### src/rtl/ita_hwpe_seq_ctrl.sv
// ita_hwpe_seq_ctrl: streamer sequencer for the ITA HWPE.
// Launches input/bias/output streamers on start, then restarts the weight
// source once per configured base pointer, and finally waits for the drain
// condition before signalling done/clear.
// Optional drain watchdog: define ITA_SEQ_TIMEOUT_EN.
module ita_hwpe_seq_ctrl #(
  parameter int unsigned N_PTR          = 4,
  parameter int unsigned ADDR_W         = 32,
  parameter int unsigned LEN_W          = 16,
  parameter int unsigned M              = 64,
  parameter int unsigned N              = 16,
  parameter int unsigned N_FIFO         = 2,
  parameter int unsigned TIMEOUT_CYCLES = 65535,
  localparam int unsigned NL_W          = $clog2(N_PTR + 1),
  localparam int unsigned IDX_W         = (N_PTR > 1) ? $clog2(N_PTR) : 1
) (
  input  logic                    clk_i,
  input  logic                    rst_ni,
  input  logic                    start_i,
  input  logic [NL_W-1:0]         n_loads_i,
  input  logic                    weight_preload_i,
  input  logic                    bias_disable_i,
  input  logic                    output_disable_i,
  input  logic [N_PTR*ADDR_W-1:0] weight_ptr_i,
  input  logic                    weight_done_i,
  input  logic                    input_ready_i,
  input  logic                    weight_ready_i,
  input  logic                    bias_ready_i,
  input  logic                    output_ready_i,
  input  logic                    engine_busy_i,
  input  logic [N_FIFO-1:0]       fifo_empty_i,
  output logic                    input_req_start_o,
  output logic                    bias_req_start_o,
  output logic                    output_req_start_o,
  output logic                    weight_req_start_o,
  output logic [ADDR_W-1:0]       weight_base_addr_o,
  output logic [LEN_W-1:0]        weight_len_o,
  output logic [IDX_W-1:0]        load_idx_o,
  output logic                    busy_o,
  output logic                    done_o,
  output logic                    clear_o,
  output logic                    timeout_o
);

  localparam int unsigned TOT_LEN = M * M / N;
  localparam logic [LEN_W-1:0]  LEN_PRE   = LEN_W'(TOT_LEN / 8);
  localparam logic [LEN_W-1:0]  LEN_NOPRE = LEN_W'(TOT_LEN / 8 - M / 8);
  localparam logic [LEN_W-1:0]  LEN_NEXT  = LEN_W'(M / 8);
  localparam logic [ADDR_W-1:0] SKIP_OFS  = ADDR_W'(N * M);

  typedef enum logic [1:0] {IDLE, LOAD, DRAIN} state_t;

  state_t             r_state, w_nextState;
  logic [ADDR_W-1:0]  r_ptr [N_PTR];
  logic [ADDR_W-1:0]  r_base;
  logic [LEN_W-1:0]   r_len;
  logic [IDX_W-1:0]   r_idx, r_last, w_last, w_nextIdx;
  logic               r_outDis;
  logic               r_weightStart;
  logic [1:0]         r_mask;
  logic               w_launch, w_advance, w_drainCond, w_drainOk;
  logic               w_inStart, w_biasStart, w_outStart, w_done, w_clear;

  assign w_nextIdx = r_idx + IDX_W'(1);

  // Clamp the requested load count into a last-index in [0, N_PTR-1]
  always_comb begin
    w_last = '0;
    if (n_loads_i == '0) begin
      w_last = '0;
    end else if (n_loads_i > NL_W'(N_PTR)) begin
      w_last = IDX_W'(N_PTR - 1);
    end else begin
      w_last = IDX_W'(n_loads_i - NL_W'(1));
    end
  end

  // Drain is masked while the last restart pulse and its ready latency settle
  always_comb begin
    w_drainCond = r_outDis ? (!engine_busy_i && input_ready_i && weight_ready_i && bias_ready_i)
                           : (output_ready_i && weight_ready_i && (&fifo_empty_i));
    w_drainOk   = w_drainCond && !r_weightStart && (r_mask == 2'd0);
  end

`ifdef ITA_SEQ_TIMEOUT_EN
  localparam int unsigned CNT_W = $clog2(TIMEOUT_CYCLES + 1);
  logic [CNT_W-1:0] r_toCnt;
  logic             w_timeout;

  // Watchdog counts cycles spent in DRAIN, cleared whenever outside it
  always_ff @(posedge clk_i or negedge rst_ni) begin
    if (!rst_ni) begin
      r_toCnt <= '0;
    end else if (r_state != DRAIN) begin
      r_toCnt <= '0;
    end else begin
      r_toCnt <= r_toCnt + CNT_W'(1);
    end
  end
`endif

  // FSM state register
  always_ff @(posedge clk_i or negedge rst_ni) begin
    if (!rst_ni) begin
      r_state <= IDLE;
    end else begin
      r_state <= w_nextState;
    end
  end

  // Next-state and pulse decode
  always_comb begin
    w_nextState = r_state;
    w_launch    = 1'b0;
    w_advance   = 1'b0;
    w_inStart   = 1'b0;
    w_biasStart = 1'b0;
    w_outStart  = 1'b0;
    w_done      = 1'b0;
    w_clear     = 1'b0;
`ifdef ITA_SEQ_TIMEOUT_EN
    w_timeout   = 1'b0;
`endif
    case (r_state)
      IDLE: begin
        if (start_i) begin
          w_launch    = 1'b1;
          w_inStart   = 1'b1;
          w_biasStart = !bias_disable_i;
          w_outStart  = !output_disable_i;
          w_nextState = (w_last != '0) ? LOAD : DRAIN;
        end
      end
      LOAD: begin
        if (weight_done_i && !r_weightStart) begin
          w_advance = 1'b1;
          if (w_nextIdx == r_last) begin
            w_nextState = DRAIN;
          end
        end
      end
      DRAIN: begin
        if (w_drainOk) begin
          w_done      = 1'b1;
          w_clear     = 1'b1;
          w_nextState = IDLE;
        end
`ifdef ITA_SEQ_TIMEOUT_EN
        else if (r_toCnt == CNT_W'(TIMEOUT_CYCLES)) begin
          w_timeout   = 1'b1;
          w_done      = 1'b1;
          w_clear     = 1'b1;
          w_nextState = IDLE;
        end
`endif
      end
      default: w_nextState = IDLE;
    endcase
  end

  // Latch configuration at start and step the weight address/length per load
  always_ff @(posedge clk_i or negedge rst_ni) begin
    if (!rst_ni) begin
      r_base        <= '0;
      r_len         <= '0;
      r_idx         <= '0;
      r_last        <= '0;
      r_outDis      <= 1'b0;
      r_weightStart <= 1'b0;
      r_mask        <= 2'd0;
      for (int k = 0; k < int'(N_PTR); k++) begin
        r_ptr[k] <= '0;
      end
    end else begin
      r_weightStart <= w_launch || w_advance;
      if (r_weightStart) begin
        r_mask <= 2'd2;
      end else if (r_mask != 2'd0) begin
        r_mask <= r_mask - 2'd1;
      end
      if (w_launch) begin
        r_idx    <= '0;
        r_last   <= w_last;
        r_outDis <= output_disable_i;
        r_len    <= weight_preload_i ? LEN_PRE : LEN_NOPRE;
        r_base   <= weight_ptr_i[ADDR_W-1:0] + (weight_preload_i ? '0 : SKIP_OFS);
        for (int k = 0; k < int'(N_PTR); k++) begin
          r_ptr[k] <= weight_ptr_i[k*ADDR_W +: ADDR_W];
        end
      end else if (w_advance) begin
        r_idx  <= w_nextIdx;
        r_len  <= LEN_NEXT;
        r_base <= r_ptr[w_nextIdx];
      end
    end
  end

  assign input_req_start_o  = w_inStart;
  assign bias_req_start_o   = w_biasStart;
  assign output_req_start_o = w_outStart;
  assign weight_req_start_o = r_weightStart;
  assign weight_base_addr_o = r_base;
  assign weight_len_o       = r_len;
  assign load_idx_o         = r_idx;
  assign busy_o             = (r_state != IDLE);
  assign done_o             = w_done;
  assign clear_o            = w_clear;
`ifdef ITA_SEQ_TIMEOUT_EN
  assign timeout_o          = w_timeout;
`else
  assign timeout_o          = 1'b0;
`endif

endmodule

### config.mk
export PLATFORM = sky130hd
export DESIGN_NAME = ita_hwpe_seq_ctrl
export DESIGN_NICKNAME = d
export VERILOG_FILES = /design/src/rtl/ita_hwpe_seq_ctrl.sv
export SDC_FILE = /design/constraint.sdc
export NUM_CORES = 1
export LEC_CHECK = 0
export BUFFER_PORTS_ARGS = -buffer_cell sky130_fd_sc_hd__buf_2
export CAP_MARGIN = 20
export CORE_ASPECT_RATIO = 0.5
export CORE_MARGIN = 5
export CORE_UTILIZATION = 34
export CTS_BUF_LIST = sky130_fd_sc_hd__clkbuf_16
export CTS_CLUSTER_SIZE = 30
export DETAILED_ROUTE_END_ITERATION = 8
export PLACE_DENSITY = 0.58
export REMOVE_ABC_BUFFERS = 1
export SYNTH_ARGS = -nofsm -noshare
export SYNTH_HDL_FRONTEND = slang
export SYNTH_SLANG_ARGS = --single-unit
### constraint.sdc
create_clock -name clk_i -period 4.4 [get_ports clk_i]
set_clock_uncertainty 0.2 [all_clocks]
set_input_delay 0.88 -clock clk_i [delete_from_list [all_inputs] [get_ports clk_i]]
set_output_delay 0.88 -clock clk_i [all_outputs]
set_load 0.02 [all_outputs]
==> impl_metrics.ini <==
[logic_synthesis]
synth_cells = 871
ys_types = 47
ys_seq_area_share_pct = 53.4
ys_async_sr_fraction_pct = 100
yosys_most_used_dff = dfrtp_1
synth_edf_count = 0
synth.largest_area_cell = dfrtp_1
syn-cell-area_um2 = 8110
synth_area_leaders = dfrtp_1 53%, nand2_1 20%, mux4_2 8.9%, buf_4 1.7%, a21oi_1 1.5%
yosys_warnings = 0
synth.ff_latch_count = 173
synth_top_area_share_pct = 53.4
synth_area_per_cell_um2 = 9.31

[floorplanning]
die_area_um2 = 27200
die_x_um = 228
rows = 39
fp.coreArea_um2 = 23100
io_pins = 203
die_h_um = 119
initial_core_util_pct = 35.1

[timing]
relSlewSlack_pct = 42.9
min_period_ns = 3.10
worst_slew_pin_slew_ns = 0.856
period_share_pct = 70.4
setup_violations = 0
hold_viol = 0
setup_slack_ns = 1.30
fmax_mhz = 323
rsz0062_at_grt = false
final-max-slew-violation-count = 0

[power_and_ir_drop]
power_frac_clock_pct = 22.6
p_seq_share_pct = 41.1
p_total_uw = 6900
p_leak_uw = 0.00505
power.switching_uw = 2620
comb_power_share_pct = 36.3
powerDensity_nw_per_um2 = 701
p_sw_share_pct = 38.0
peakVddDrop_mv = 0.268
p_int_uw = 4280

[place]
pre_cts_ws_ns = 1.42
io_buffers = 188
gp_congestion = 0.793
dp_hpwl_mm = 15.6

[drt]
drt_iter0_drc = 577
drt-pass1-iter-count = 4
vias = 6508
drc_errors = 0
wire_per_inst_um = 16.4
routed_via_density = 4.78
wl_mm = 22.3
ant_nets = 0

[grt]
grt_pass1_vias = 6735
antenna_found_initial = 3
track_usage_pct = 16.5
grt_overflow = 0
grt_max_degree = 89
grt_pass1_wl_mm = 36.0

[critical_path]
worstPathMaxFanout = 34
required_ns = 3.32
crit_type = reg -> out
startpoint_type = flip-flop
end_kind = output pin
arrival_ns = 2.02

[clocking]
clock_sinks = 173
cts_root_buffer = clkbuf_16
cts_resized = 0
cts_setup_buffers = 0
clk_pin_slew_ns = 0.07
insertion_delay_ns = 0.44
cts_max_level = 4
cts_made_buffers = 17
cts_tree = built
cts_buffer_depth = 2
ctsHoldBuffers = 0

[final_layout]
multi_input_area_um2 = 3430
seq_area_um2 = 4330
final_util_pct = 42.6
nFillCells = 2288
drive_above_1_share_pct = 26.0
nNetsFinal = 1188
syn2layout_area_growth_pct = 21.4

[flow_run]
drv_cap = 0

[run_status]
outcome = finished, final reports clean

[worst_hold_path]
worstHoldPathType = in -> async
cell usage in the layout, fill, tap and decap left out, drive strengths merged:
| cell type | synthesis | routed |
|---|---|---|
| nand2 | 426 | 426 |
| buf | 50 | 201 |
| dfrtp | 173 | 173 |
| nor2 | 35 | 35 |
| mux4 | 32 | 32 |
| a21oi | 26 | 26 |
| clkbuf | 15 | 17 |
| inv | 10 | 16 |
| a31oi | 14 | 14 |
| conb | 1 | 14 |
| xor2 | 13 | 13 |
| o22ai | 12 | 12 |
| nand3 | 12 | 12 |
| o21ai | 9 | 9 |
| xnor2 | 6 | 6 |
| clkinv | 0 | 5 |
| and3 | 4 | 4 |
| ha | 4 | 4 |
| nand4 | 4 | 4 |
| diode | 0 | 3 |
| nand4b | 3 | 3 |
| bufinv | 0 | 3 |
| nor4 | 3 | 3 |
| nor2b | 2 | 2 |
| and4 | 2 | 2 |
| nand2b | 2 | 2 |
| o311ai | 2 | 2 |
| and3b | 1 | 1 |
| nand4bb | 1 | 1 |
| or2 | 1 | 1 |
| or3 | 1 | 1 |
| a21o | 1 | 1 |
| mux2i | 1 | 1 |
| nor4b | 1 | 1 |
| a311oi | 1 | 1 |
| o21a | 1 | 1 |
| maj3 | 1 | 1 |
| a211o | 1 | 1 |
| clkinvlp | 0 | 1 |
sequential cells by signal (all words and copies together) (netlist names), 2 cells and up:
register,count
r_mask,2
weight_len_o,3
r_last,2
r_state,2
weight_base_addr_o,32
load_idx_o,2
r_ptr,128
cell usage after synthesis (2+ instances only):
cell type / instances
a21oi_1: 25
a31oi_1: 14
and3_1: 4
and4_1: 2
buf_1: 7
buf_2: 21
buf_4: 18
buf_6: 4
clkbuf_1: 15
dfrtp_1: 173
ha_1: 4
inv_1: 8
inv_2: 2
mux4_2: 32
nand2_1: 426
nand2b_1: 2
nand3_1: 11
nand4_1: 3
nand4b_1: 3
nor2_1: 33
nor2b_1: 2
nor4_1: 2
o21ai_0: 8
o22ai_1: 12
xnor2_1: 6
xor2_1: 13
worst max-delay path, cell delays in order (launching register included):
cell and delay, ns:
dfrtp_1 0.46, nor2_1 0.25, nand2_4 0.27, inv_4 0.36, buf_2 0.23
worst paths after layout:
| check | endpoint | slack, ns | cells past startpoint | startpoint |
|---|---|---|---|---|
| worst max-delay path | input_req_start_o | 1.30 | 4 | r_state[0] |
| worst min-delay path | r_ptr[68] | 0.27 | 1 | rst_ni |
| worst max register to register | weight_base_addr_o[17] | 1.71 | 7 | r_state[0] |
| worst min register to register | r_ptr[50] | 0.27 | 2 | r_ptr[50] |
| max in group asynchronous | r_ptr[85] | 2.81 | 2 | rst_ni |
| min in group clk_i | r_ptr[50] | 0.27 | 2 | r_ptr[50] |
power by group through the flow:
stage | clock [uW] | combinational, uW | sequential (uW)
6_report | 1560 | 2510 | 2830
5_1_grt | 1660 | 2820 | 2930
4_1_cts | 1590 | 2550 | 2840
3_5_place_dp | 0 | 2540 | 2860
3_3_place_gp | 0 | 2480 | 2840
2_1_floorplan | 0 | 1590 | 2950
metal layers:
layer / GRT usage [%] / up-vias / part of all wire, %
li1: - / 3151 / -
met1: 20.3 / 3228 / 42
met2: 29.4 / 118 / 53
met3: 4.07 / 11 / 3.6
met4: 4.42 / 0 / 0.80
met5: 0 / - / 0
cell families after synthesis:
group | synth area share (%)
AO/OA/AOI/OAI | 4.83
XOR/XNOR | 2.05
adder cells (fa/ha/maj) | 0.741
buffers and inverters | 5.00
flip-flops | 53.4
multiplexers | 9.01
other | 0.0462
AND/OR/NAND/NOR | 24.9
final cells by class:
| type | instances | share of cell area (%) |
|---|---|---|
| antenna | 3 | 0.0762 |
| clock buffer | 17 | 4.32 |
| clock inverter | 15 | 1.74 |
| inverter | 10 | 0.407 |
| multi-input combinational | 636 | 34.8 |
| sequential | 173 | 44.0 |
| tap | 307 | 3.90 |
| timing repair buffer | 201 | 10.7 |
metrics by stage:
step                cells  area (um^2)  setup TNS [ns]  hold slack, ns
detailed placement   1327         9240               0           0.258
finish               1362         9850               0           0.272
global placement     1327         9240               0           0.252
CTS                  1359         9840               0           0.274
floorplan             819         7790         -291.52           0.240
global route         1362         9850               0           0.294
Power figures use the tool's default switching activity.
